`src/rtl/mult_iterative_sequencer_pkg.sv`:
```
// Shared types and constants for the iterative radix-4 multiplier.
// State encodings, default operand width and last-iteration helper.
package mult_seq_pkg;

  typedef enum logic [1:0] {
    S_IDLE = 2'd0,
    S_RUN  = 2'd1,
    S_DONE = 2'd2
  } state_e;

  localparam int DEF_SIZE = 16;

  function automatic int last_iter(input int size);
    return size / 2 - 1;
  endfunction

endpackage

```
`src/rtl/mult_iterative_sequencer_if.sv`:
```
// Operand/product handshake bundle between a requester and the
// iterative multiplier.
interface mult_iterative_sequencer_if
  import mult_seq_pkg::*;
#(
  parameter int SIZE  = DEF_SIZE,
  parameter int CNT_W = 4
);

  logic              iStart;
  logic [SIZE-1:0]   iA;
  logic [SIZE-1:0]   iB;
  logic              iClear;
  logic              iAck;
  logic              oReady;
  logic              oBusy;
  logic              oValid;
  logic [2*SIZE-1:0] oProduct;
  logic [CNT_W-1:0]  oIter;

  modport master (
    output iStart, iA, iB, iClear, iAck,
    input  oReady, oBusy, oValid, oProduct, oIter
  );

  modport slave (
    input  iStart, iA, iB, iClear, iAck,
    output oReady, oBusy, oValid, oProduct, oIter
  );

endinterface

```
`src/rtl/mult_iterative_sequencer_row2.sv`:
```
// One radix-4 partial-product row: mcand times a 2-bit digit.
// Digit 3 is built as mcand + 2*mcand so no multiplier is needed.
module mult_row2 #(
  parameter int SIZE = 16
) (
  input  logic [SIZE-1:0] mcand_i,
  input  logic [1:0]      digit_i,
  output logic [SIZE+1:0] row_o
);

  logic [SIZE+1:0] m1;
  logic [SIZE+1:0] m2;

  assign m1 = {2'b00, mcand_i};
  assign m2 = {1'b0, mcand_i, 1'b0};

  always_comb begin
    row_o = '0;
    unique case (digit_i)
      2'd0: row_o = '0;
      2'd1: row_o = m1;
      2'd2: row_o = m2;
      2'd3: row_o = m1 + m2;
      default: row_o = '0;
    endcase
  end

endmodule

```
`src/rtl/mult_iterative_sequencer.sv`:
```
// Iterative unsigned multiplier: retires two multiplier bits per
// cycle through a single shared row, SIZE/2 cycles per product.
module mult_iterative_sequencer
  import mult_seq_pkg::*;
#(
  parameter int SIZE  = DEF_SIZE,
  parameter int CNT_W = 4
) (
  input  logic Clock,
  input  logic Reset,
  mult_iterative_sequencer_if.slave bus
);

  localparam int LAST = last_iter(SIZE);

  state_e            state_q;
  logic [SIZE-1:0]   mcand_q;
  logic [SIZE-1:0]   mplier_q;
  logic [2*SIZE-1:0] acc_q;
  logic [2*SIZE-1:0] prod_q;
  logic [CNT_W-1:0]  cnt_q;
  logic              ready_q;
  logic              busy_q;
  logic              valid_q;

  logic [SIZE+1:0]   row;
  logic [2*SIZE-1:0] term;
  logic [2*SIZE-1:0] acc_d;

  mult_row2 #(.SIZE(SIZE)) u_row (
    .mcand_i (mcand_q),
    .digit_i (mplier_q[1:0]),
    .row_o   (row)
  );

  always_comb begin
    term  = {{(SIZE-2){1'b0}}, row} << {cnt_q, 1'b0};
    acc_d = acc_q + term;
  end

  always_ff @(posedge Clock or negedge Reset) begin
    if (!Reset) begin
      state_q  <= S_IDLE;
      mcand_q  <= '0;
      mplier_q <= '0;
      acc_q    <= '0;
      prod_q   <= '0;
      cnt_q    <= '0;
      ready_q  <= 1'b1;
      busy_q   <= 1'b0;
      valid_q  <= 1'b0;
    end else if (bus.iClear) begin
      state_q  <= S_IDLE;
      acc_q    <= '0;
      prod_q   <= '0;
      cnt_q    <= '0;
      ready_q  <= 1'b1;
      busy_q   <= 1'b0;
      valid_q  <= 1'b0;
    end else begin
      unique case (state_q)
        S_IDLE: begin
          if (bus.iStart) begin
            state_q  <= S_RUN;
            mcand_q  <= bus.iA;
            mplier_q <= bus.iB;
            acc_q    <= '0;
            cnt_q    <= '0;
            ready_q  <= 1'b0;
            busy_q   <= 1'b1;
          end
        end
        S_RUN: begin
          acc_q    <= acc_d;
          mplier_q <= mplier_q >> 2;
          // cnt returns to 0 on the last digit so oIter reads 0 outside RUN
          if (cnt_q == CNT_W'(LAST)) begin
            state_q <= S_DONE;
            prod_q  <= acc_d;
            cnt_q   <= '0;
            busy_q  <= 1'b0;
            valid_q <= 1'b1;
          end else begin
            cnt_q <= cnt_q + 1'b1;
          end
        end
        S_DONE: begin
          if (bus.iAck) begin
            state_q <= S_IDLE;
            valid_q <= 1'b0;
            ready_q <= 1'b1;
          end
        end
        default: begin
          state_q <= S_IDLE;
          ready_q <= 1'b1;
          busy_q  <= 1'b0;
          valid_q <= 1'b0;
        end
      endcase
    end
  end

  assign bus.oReady   = ready_q;
  assign bus.oBusy    = busy_q;
  assign bus.oValid   = valid_q;
  assign bus.oProduct = prod_q;
  assign bus.oIter    = cnt_q;

endmodule

```
`src/flat_wrapper.sv`:
```
// flat-port wrapper written by rule: the top's interface ports become plain ports
module mult_iterative_sequencer_flat import mult_seq_pkg::*;
#(
  parameter int SIZE  = DEF_SIZE,
  parameter int CNT_W = 4
)
  (Clock, Reset, bus_iStart, bus_iA, bus_iB, bus_iClear, bus_iAck, bus_oReady, bus_oBusy, bus_oValid, bus_oProduct, bus_oIter);
  mult_iterative_sequencer_if #(.SIZE(SIZE), .CNT_W(CNT_W)) bus_i ();
  input  logic Clock;
  input  logic Reset;
  input wire logic [$bits(bus_i.iStart)-1:0] bus_iStart;
  input wire logic [$bits(bus_i.iA)-1:0] bus_iA;
  input wire logic [$bits(bus_i.iB)-1:0] bus_iB;
  input wire logic [$bits(bus_i.iClear)-1:0] bus_iClear;
  input wire logic [$bits(bus_i.iAck)-1:0] bus_iAck;
  output wire logic [$bits(bus_i.oReady)-1:0] bus_oReady;
  output wire logic [$bits(bus_i.oBusy)-1:0] bus_oBusy;
  output wire logic [$bits(bus_i.oValid)-1:0] bus_oValid;
  output wire logic [$bits(bus_i.oProduct)-1:0] bus_oProduct;
  output wire logic [$bits(bus_i.oIter)-1:0] bus_oIter;
  assign bus_i.iStart = bus_iStart;
  assign bus_i.iA = bus_iA;
  assign bus_i.iB = bus_iB;
  assign bus_i.iClear = bus_iClear;
  assign bus_i.iAck = bus_iAck;
  assign bus_oReady = bus_i.oReady;
  assign bus_oBusy = bus_i.oBusy;
  assign bus_oValid = bus_i.oValid;
  assign bus_oProduct = bus_i.oProduct;
  assign bus_oIter = bus_i.oIter;
  mult_iterative_sequencer #(.SIZE(SIZE), .CNT_W(CNT_W)) u_core (.Clock(Clock), .Reset(Reset), .bus(bus_i));
endmodule
```
`config.mk`:
```
export PLATFORM = sky130hd
export DESIGN_NAME = mult_iterative_sequencer_flat
export DESIGN_NICKNAME = d
export VERILOG_FILES = /design/src/rtl/mult_iterative_sequencer_pkg.sv /design/src/rtl/mult_iterative_sequencer_if.sv /design/src/rtl/mult_iterative_sequencer_row2.sv /design/src/rtl/mult_iterative_sequencer.sv /design/src/flat_wrapper.sv
export SDC_FILE = /design/constraint.sdc
export NUM_CORES = 1
export LEC_CHECK = 0
export ABC_AREA = 1
export CORE_UTILIZATION = 60
export DETAILED_ROUTE_END_ITERATION = 12
export PLACE_DENSITY_LB_ADDON = 0.3
export SLEW_MARGIN = 20
export SYNTH_ARGS = -nofsm -noshare
export SYNTH_HDL_FRONTEND = slang
export SYNTH_SLANG_ARGS = --single-unit
```
`constraint.sdc`:
```
create_clock -name Clock -period 9.35 [get_ports Clock]
set_clock_uncertainty 0.05 [all_clocks]
set_input_delay 0.935 -clock Clock [delete_from_list [all_inputs] [get_ports Clock]]
set_output_delay 0.935 -clock Clock [all_outputs]
set_load 0.01 [all_outputs]
```
==> Flow_metrics.wiki, run 1 <==
{| class="wikitable"
! Metric !! Value
|-
| Total congestion overflow after global routing || 0
|-
| # Post-CTS Setup Buffers || 0
|-
| I/O Buffers || 75
|-
| Horizontal extent of the die || 117 microns
|-
| Clock tree from TritonCTS || done
|-
| Number of fill cells in the layout || 1150
|-
| Number of buffers inserted by hold repair at cts || 0
|-
| Worst vdd rail ir drop || 0.168 mV
|-
| Shortest clock period the worst path allows after layout || 4770 ps
|-
| Layout-stage area growth over the synthesis result || 14.5%
|-
| R2R depth || 27
|-
| Worst hold slack || 432 ps
|-
| Resized Gates After CTS || 0
|-
| Number of failing setup endpoints in the final timing report || 0
|-
| Maximum number of pins on one net before global-route repair || 75
|-
| Minimum setup slack among reg-to-reg paths || 4580 ps
|-
| Mean cell area of the mapped netlist || 6.91 sq um
|-
| Arrival time reported for the critical path endpoint || 5020 ps
|-
| Antenna diode count || 0
|-
| DRC violation count after routing || 0
|-
| Syn Inst Count || 1142
|-
| Unrepaired setup endpoints after global routing || no
|-
| Summed negative setup slack over all endpoints || 0 ps
|-
| Vias in the first global route || 7314
|-
| Die area || 13600 sq um
|-
| Post-Syn Area || 7890 sq um
|-
| RePlAce Congestion || 1.05
|-
| Synth area leaders || sky130_fd_sc_hd__dfrtp_1 (33%), sky130_fd_sc_hd__nand2_1 (14%), sky130_fd_sc_hd__ha_1 (7.8%)
|-
| Biggest fanout along the worst timing path || 6
|-
| Wire length of the first global-routing pass || 36200 microns
|-
| Count of TritonRoute iterations in the first routing pass || 5
|-
| Fin util || 0.710
|-
| Endpoint of the worst-slack reg-to-reg timing path || u_core.bus.oProduct[22]
|-
| Max frequency || 210 MHz
|-
| Max-cap violations || 0
|-
| # IOs || 76
|-
| Crit path required time || 9600 ps
|-
| Area of placed instances || 8720 sq um
|-
| CTS Root Buffer Type || sky130_fd_sc_hd__clkbuf_16
|-
| Yosys top cell by area || sky130_fd_sc_hd__dfrtp_1
|-
| Fraction of layout instances using a drive strength above 1 || 0.0559
|-
| Worst Hold Class || in -> async
|-
| Final Hold Violating Endpoints || 0
|-
| Startpoint-to-endpoint class of the critical path || reg -> reg
|-
| Sequential area share after synthesis || 0.333
|-
| Share of flip-flops with an asynchronous set or reset after synthesis || 1.00
|-
| Count of flip-flops with a built-in enable after synthesis || 0
|-
| Wire per inst || 16.3 microns
|-
| Starting Density || 0.620
|-
| Via total after detailed routing || 7931
|-
| Number of nets in the final layout || 1281
|-
| Detailed placement HPWL || 16900 microns
|-
| Clock tree sinks || 105
|-
| Top cell type's share of synthesized area || 0.330
|-
| Post-route design area || 9030 sq um
|-
| Critical R2R Launch || u_core.mcand_q[0]
|-
| Type of element capturing the critical path || register
|-
| Initial antenna violation count || 0
|-
| Leakage component of the power || 4.59 nW
|-
| Floorplan die height || 117 microns
|-
| Worst Max-Slew Pin Slew || 1000 ps
|-
| Crit share post-route || 0.510
|-
| Number of warning messages in the yosys log || 0
|-
| Clock transition at the registers of the reported paths || 90 ps
|-
| Site row count || 41
|-
| Core Region || 12700 sq um
|-
| Post-route antenna net violation count || 0
|-
| Commonest register cell after synthesis || sky130_fd_sc_hd__dfrtp_1
|-
| Status || complete, no violations
|-
| Drt via density || 5.79
|-
| Number of buffers between clock root and the deepest sink || 2
|-
| Total number of H-tree levels || 3
|-
| Final wirelength || 22300 microns
|-
| Overall fraction of global-route tracks in use || 0.348
|-
| Final setup margin || 4580 ps
|-
| Net count after synthesis || 1230
|-
| Total power divided by cell area || 236 nW/um^2
|-
| Number of clock buffers inserted by TritonCTS || 9
|-
| Worst Setup Start Kind || register
|-
| Max-slew headroom at the worst pin || 0.329
|-
| Number of different library cells in the post-synthesis netlist || 52
|-
| Latest clock arrival within the worst-skew pair || 380 ps
|-
| Synthesized flop and latch total || 105
|-
| Placement-stage worst setup slack || 4790 ps
|-
| Starting DRC count in detailed routing || 589
|-
| Number of slew-limit violations in the final report || 0
|}
[worst max-delay path by stage]
stage	end	slack (ps)	startpoint
detailed placement	u_core.bus.oProduct[22]	4790	u_core.mcand_q[0]
global route	u_core.bus.oProduct[22]	4170	u_core.mcand_q[0]
floorplan	u_core.bus.oProduct[22]	5680	u_core.mcand_q[1]
finish	u_core.bus.oProduct[22]	4580	u_core.mcand_q[0]
global placement	u_core.bus.oProduct[22]	4810	u_core.mcand_q[0]
CTS	u_core.bus.oProduct[22]	4750	u_core.mcand_q[0]
[layout make-up]
| class | count | area, sq um | share of cell area |
|---|---|---|---|
| Multi-Input combinational cell | 855 | 4570 | 0.506 |
| Sequential cell | 105 | 2630 | 0.291 |
| Timing Repair Buffer | 79 | 778 | 0.0862 |
| Inverter | 143 | 537 | 0.0594 |
| Clock buffer | 10 | 229 | 0.0254 |
| Tap cell | 172 | 215 | 0.0238 |
| Clock inverter | 6 | 70.1 | 0.00776 |
[cells by family (layout without fill, tap and decap cells)]
group                      Yosys count  count (layout)  synth area share
and+or+nand+nor                    513             513             0.278
adders and majority gates           51              51            0.0828
AOI/OAI and AO/OA                  285             285             0.210
xor gates and xnor gates             4               4           0.00444
DFF                                105             105             0.333
muxes                                2               2           0.00270
buffers and inverters              182             238            0.0891
[per-stage QoR]
stage,cells,power [mW]
finish,1370,2.13
floorplan,1142,1.41
global route,1370,2.29
CTS,1370,2.11
global placement,1354,1.69
detailed placement,1354,1.71
[cells in the mapped netlist, drive strengths merged (8+ instances only)]
cell and number:
a21oi 97, a31oi 10, buf 15, clkbuf 24, dfrtp 104, ha 49
inv 142, nand2 291, nand3 85, nand4 8, nor2 103, nor3 8
o21ai 116, o22ai 25, or2 9
[power breakdown]
part	switching (mW)	internal, mW
Clock	0.201	0.190
Combinational	0.752	0.388
Sequential	0.0710	0.531
[registers in the layout (all words and copies together), names as in the netlist]
signal               count
u_core.bus.oProduct     32
u_core.bus.oIter         4
u_core.state_q           2
u_core.bus.oBusy         1
u_core.mplier_q         16
u_core.acc_q            32
u_core.bus.oReady        1
u_core.bus.oValid        1
u_core.mcand_q          16
[placed cells by master (no fill, tap or decap), drive strengths merged, types with 8 or more instances in the layout]
| cell | count |
|---|---|
| nand2 | 291 |
| inv | 145 |
| o21ai | 116 |
| dfrtp | 104 |
| nor2 | 103 |
| a21oi | 97 |
| nand3 | 85 |
| clkdlybuf4s50 | 74 |
| ha | 49 |
| o22ai | 25 |
| a31oi | 10 |
| clkbuf | 10 |
| or2 | 9 |
| nor3 | 8 |
| nand4 | 8 |
[routing by layer]
metal / vias up / track usage / part of all wire
li1: 3908 / - / -
met1: 3672 / 0.482 / 0.46
met2: 300 / 0.534 / 0.43
met3: 51 / 0.0820 / 0.085
met4: 0 / 0.122 / 0.027
met5: - / 0 / 0
[worst max-delay path, stage by stage (launching register included)]
cell	delay, ps
sky130_fd_sc_hd__dfrtp_1	410
sky130_fd_sc_hd__ha_1	190
sky130_fd_sc_hd__inv_1	50
sky130_fd_sc_hd__fa_1	390
sky130_fd_sc_hd__inv_1	160
sky130_fd_sc_hd__nand3_1	90
sky130_fd_sc_hd__nand3_1	190
sky130_fd_sc_hd__nand2_1	80
sky130_fd_sc_hd__nand2_1	70
sky130_fd_sc_hd__o21bai_1	70
sky130_fd_sc_hd__o21ai_0	200
sky130_fd_sc_hd__nor2_1	70
sky130_fd_sc_hd__a31oi_1	250
sky130_fd_sc_hd__nand2_1	70
sky130_fd_sc_hd__o21ai_0	210
sky130_fd_sc_hd__nor2_1	150
sky130_fd_sc_hd__ha_1	410
sky130_fd_sc_hd__a21oi_1	240
sky130_fd_sc_hd__inv_1	80
sky130_fd_sc_hd__o21ai_0	200
sky130_fd_sc_hd__o211ai_1	120
sky130_fd_sc_hd__a21oi_1	210
sky130_fd_sc_hd__inv_2	100
sky130_fd_sc_hd__a31oi_4	170
sky130_fd_sc_hd__o21ai_1	120
sky130_fd_sc_hd__a21oi_1	130
sky130_fd_sc_hd__o21ai_1	110
sky130_fd_sc_hd__o21ai_1	120
Power figures use the tool's default switching activity.
==> run 2: changes to the inputs <==
CORE_UTILIZATION = 59   (was 60)
clock period = 4.65 ns   (was 9.35 ns; I/O delays follow)
==> Flow_metrics.wiki, run 2 (synthesized netlist as in run 1, its figures left out) <==
{| class="wikitable"
! Metric !! Value
|-
| Clock tree sinks || 105
|-
| Number of buffers between clock root and the deepest sink || 2
|-
| Vias in the first global route || 7638
|-
| Shortest clock period the worst path allows after layout || 4320 ps
|-
| Starting Density || 0.615
|-
| Number of buffers inserted by hold repair at cts || 0
|-
| Die area || 13800 sq um
|-
| Layout-stage area growth over the synthesis result || 16.6%
|-
| Max-cap violations || 0
|-
| DRC violation count after routing || 0
|-
| Worst vdd rail ir drop || 0.377 mV
|-
| Initial antenna violation count || 0
|-
| Leakage component of the power || 4.66 nW
|-
| # IOs || 76
|-
| Number of clock buffers inserted by TritonCTS || 9
|-
| Internal || 2.30 mW
|-
| Critical R2R Launch || u_core.mcand_q[1]
|-
| Latest clock arrival within the worst-skew pair || 370 ps
|-
| Worst Hold Class || in -> async
|-
| Minimum setup slack among reg-to-reg paths || 330 ps
|-
| Clock tree from TritonCTS || done
|-
| Count of TritonRoute iterations in the first routing pass || 8
|-
| Total number of H-tree levels || 3
|-
| Total congestion overflow after global routing || 0
|-
| Starting DRC count in detailed routing || 784
|-
| Final Hold Violating Endpoints || 0
|-
| Core Region || 12800 sq um
|-
| Via total after detailed routing || 8115
|-
| Number of failing setup endpoints in the final timing report || 0
|-
| Max frequency || 232 MHz
|-
| Status || complete, no violations
|-
| Crit path required time || 4820 ps
|-
| Number of nets in the final layout || 1293
|-
| Number of slew-limit violations in the final report || 0
|-
| Placement-stage worst setup slack || 210 ps
|-
| Max-slew headroom at the worst pin || 0.327
|-
| Type of element capturing the critical path || register
|-
| CTS Root Buffer Type || sky130_fd_sc_hd__clkbuf_16
|-
| Biggest fanout along the worst timing path || 4
|-
| Final wirelength || 22600 microns
|-
| Horizontal extent of the die || 118 microns
|-
| Unrepaired setup endpoints after global routing || yes
|-
| Startpoint-to-endpoint class of the critical path || reg -> reg
|-
| Final setup margin || 331 ps
|-
| Net switching power || 2.09 mW
|-
| Drt via density || 5.87
|-
| Floorplan die height || 118 microns
|-
| Detailed placement HPWL || 16800 microns
|-
| Flop pwr share || 0.272
|-
| I/O Buffers || 75
|-
| Crit share post-route || 0.929
|-
| Post-route antenna net violation count || 0
|-
| Combinational Power Share || 0.546
|-
| Antenna diode count || 0
|-
| Total power divided by cell area || 477 nW/um^2
|-
| Wire per inst || 16.3 microns
|-
| Overall fraction of global-route tracks in use || 0.339
|-
| Arrival time reported for the critical path endpoint || 4480 ps
|-
| Wire length of the first global-routing pass || 37300 microns
|-
| Summed negative setup slack over all endpoints || 0 ps
|-
| Worst Max-Slew Pin Slew || 1010 ps
|-
| Worst Setup Start Kind || register
|-
| R2R depth || 25
|-
| RePlAce Congestion || 1.05
|-
| Fin util || 0.717
|-
| Leading cell type in the layout, fill and taps excluded || sky130_fd_sc_hd__nand2_1
|-
| Share of total power consumed by net switching || 0.476
|-
| Site row count || 41
|-
| Endpoint of the worst-slack reg-to-reg timing path || u_core.bus.oProduct[26]
|-
| Relative contribution of the clock network to total power || 0.183
|-
| Maximum number of pins on one net before global-route repair || 66
|-
| Fraction of layout instances using a drive strength above 1 || 0.0793
|-
| Clock transition at the registers of the reported paths || 80 ps
|-
| Leading cell types in the layout, fill and taps excluded || sky130_fd_sc_hd__nand2_1 (284), sky130_fd_sc_hd__inv_1 (136), sky130_fd_sc_hd__dfrtp_1 (104)
|}
run 2: changes by cell type in the layout (fill, tap and decap cells not counted), moves of 3 or more:
cell,delta
sky130_fd_sc_hd__o21ai_1,+4
sky130_fd_sc_hd__buf_4,+12
sky130_fd_sc_hd__o21ai_0,-6
sky130_fd_sc_hd__a21oi_2,+3
sky130_fd_sc_hd__a21oi_1,-3
run 2: power by group through the flow:
| stage | logic, mW | registers, mW | clock network [mW] |
|---|---|---|---|
| 4_1_cts | 2.28 | 1.19 | 0.805 |
| 5_1_grt | 2.68 | 1.21 | 0.841 |
| 6_report | 2.39 | 1.19 | 0.801 |
| 3_3_place_gp | 2.24 | 1.20 | 0 |
| 2_1_floorplan | 1.64 | 1.19 | 0 |
| 3_5_place_dp | 2.27 | 1.20 | 0 |
run 2: critical path: stages (launching register included):
cell and delay (ps):
sky130_fd_sc_hd__dfrtp_1 400, sky130_fd_sc_hd__ha_1 190, sky130_fd_sc_hd__inv_1 50, sky130_fd_sc_hd__fa_1 400
sky130_fd_sc_hd__inv_2 110, sky130_fd_sc_hd__nand3_1 90, sky130_fd_sc_hd__nand3_2 130, sky130_fd_sc_hd__nor2_1 50
sky130_fd_sc_hd__o21bai_1 190, sky130_fd_sc_hd__or2_1 150, sky130_fd_sc_hd__nand3_1 140, sky130_fd_sc_hd__nand2_1 110
sky130_fd_sc_hd__nand2_1 100, sky130_fd_sc_hd__nand2_1 90, sky130_fd_sc_hd__o21ai_0 140, sky130_fd_sc_hd__a31oi_1 240
sky130_fd_sc_hd__ha_1 310, sky130_fd_sc_hd__a21oi_1 200, sky130_fd_sc_hd__o21ai_1 150, sky130_fd_sc_hd__nor2_1 160
sky130_fd_sc_hd__nand3_2 130, sky130_fd_sc_hd__nand2_2 100, sky130_fd_sc_hd__nand2_1 70, sky130_fd_sc_hd__or2_2 280
sky130_fd_sc_hd__nand3_1 80, sky130_fd_sc_hd__o21ai_0 70
run 2: stage by stage:
stage               total power [mW]  instances  hold slack, ps  instance area, sq um
floorplan                       2.83       1142             119                  7890
global placement                3.44       1364             415                  8800
detailed placement              3.47       1364             418                  8800
CTS                             4.28       1380             166                  9100
global route                    4.73       1382             212                  9200
finish                          4.38       1382             138                  9200
run 2: cell type report:
| class | instances | area (sq um) |
|---|---|---|
| multi-input combinational | 855 | 4650 |
| fill | 1081 | 3620 |
| sequential | 105 | 2630 |
| timing repair buffer | 91 | 868 |
| inverter | 143 | 537 |
| clock buffer | 10 | 239 |
| tap | 172 | 215 |
| clock inverter | 6 | 66.3 |
run 2: worst max path at each step:
stage                            from                 endpoint  slack (ps)  cells after the start
global route        u_core.mcand_q[1]  u_core.bus.oProduct[22]         -30                     27
global placement    u_core.mcand_q[0]  u_core.bus.oProduct[22]         150                     26
finish              u_core.mcand_q[1]  u_core.bus.oProduct[26]         330                     25
floorplan           u_core.mcand_q[1]  u_core.bus.oProduct[22]         980                     27
detailed placement  u_core.mcand_q[1]  u_core.bus.oProduct[22]         210                     26
CTS                 u_core.mcand_q[1]  u_core.bus.oProduct[22]         170                     27
run 2: per-layer routing:
metal	up-vias	global-route usage	part of all wire
met5	-	0	0
met4	0	0.114	0.028
met3	55	0.0945	0.099
met2	368	0.507	0.43
met1	3755	0.471	0.45
li1	3937	-	-
run 2: timing repair:
| action | 4_1_cts | 5_1_grt |
|---|---|---|
| gates resized for setup | 0 | 22 |
| buffers inserted | 0 | 2 |
| setup endpoints to repair | 0 | 32 |
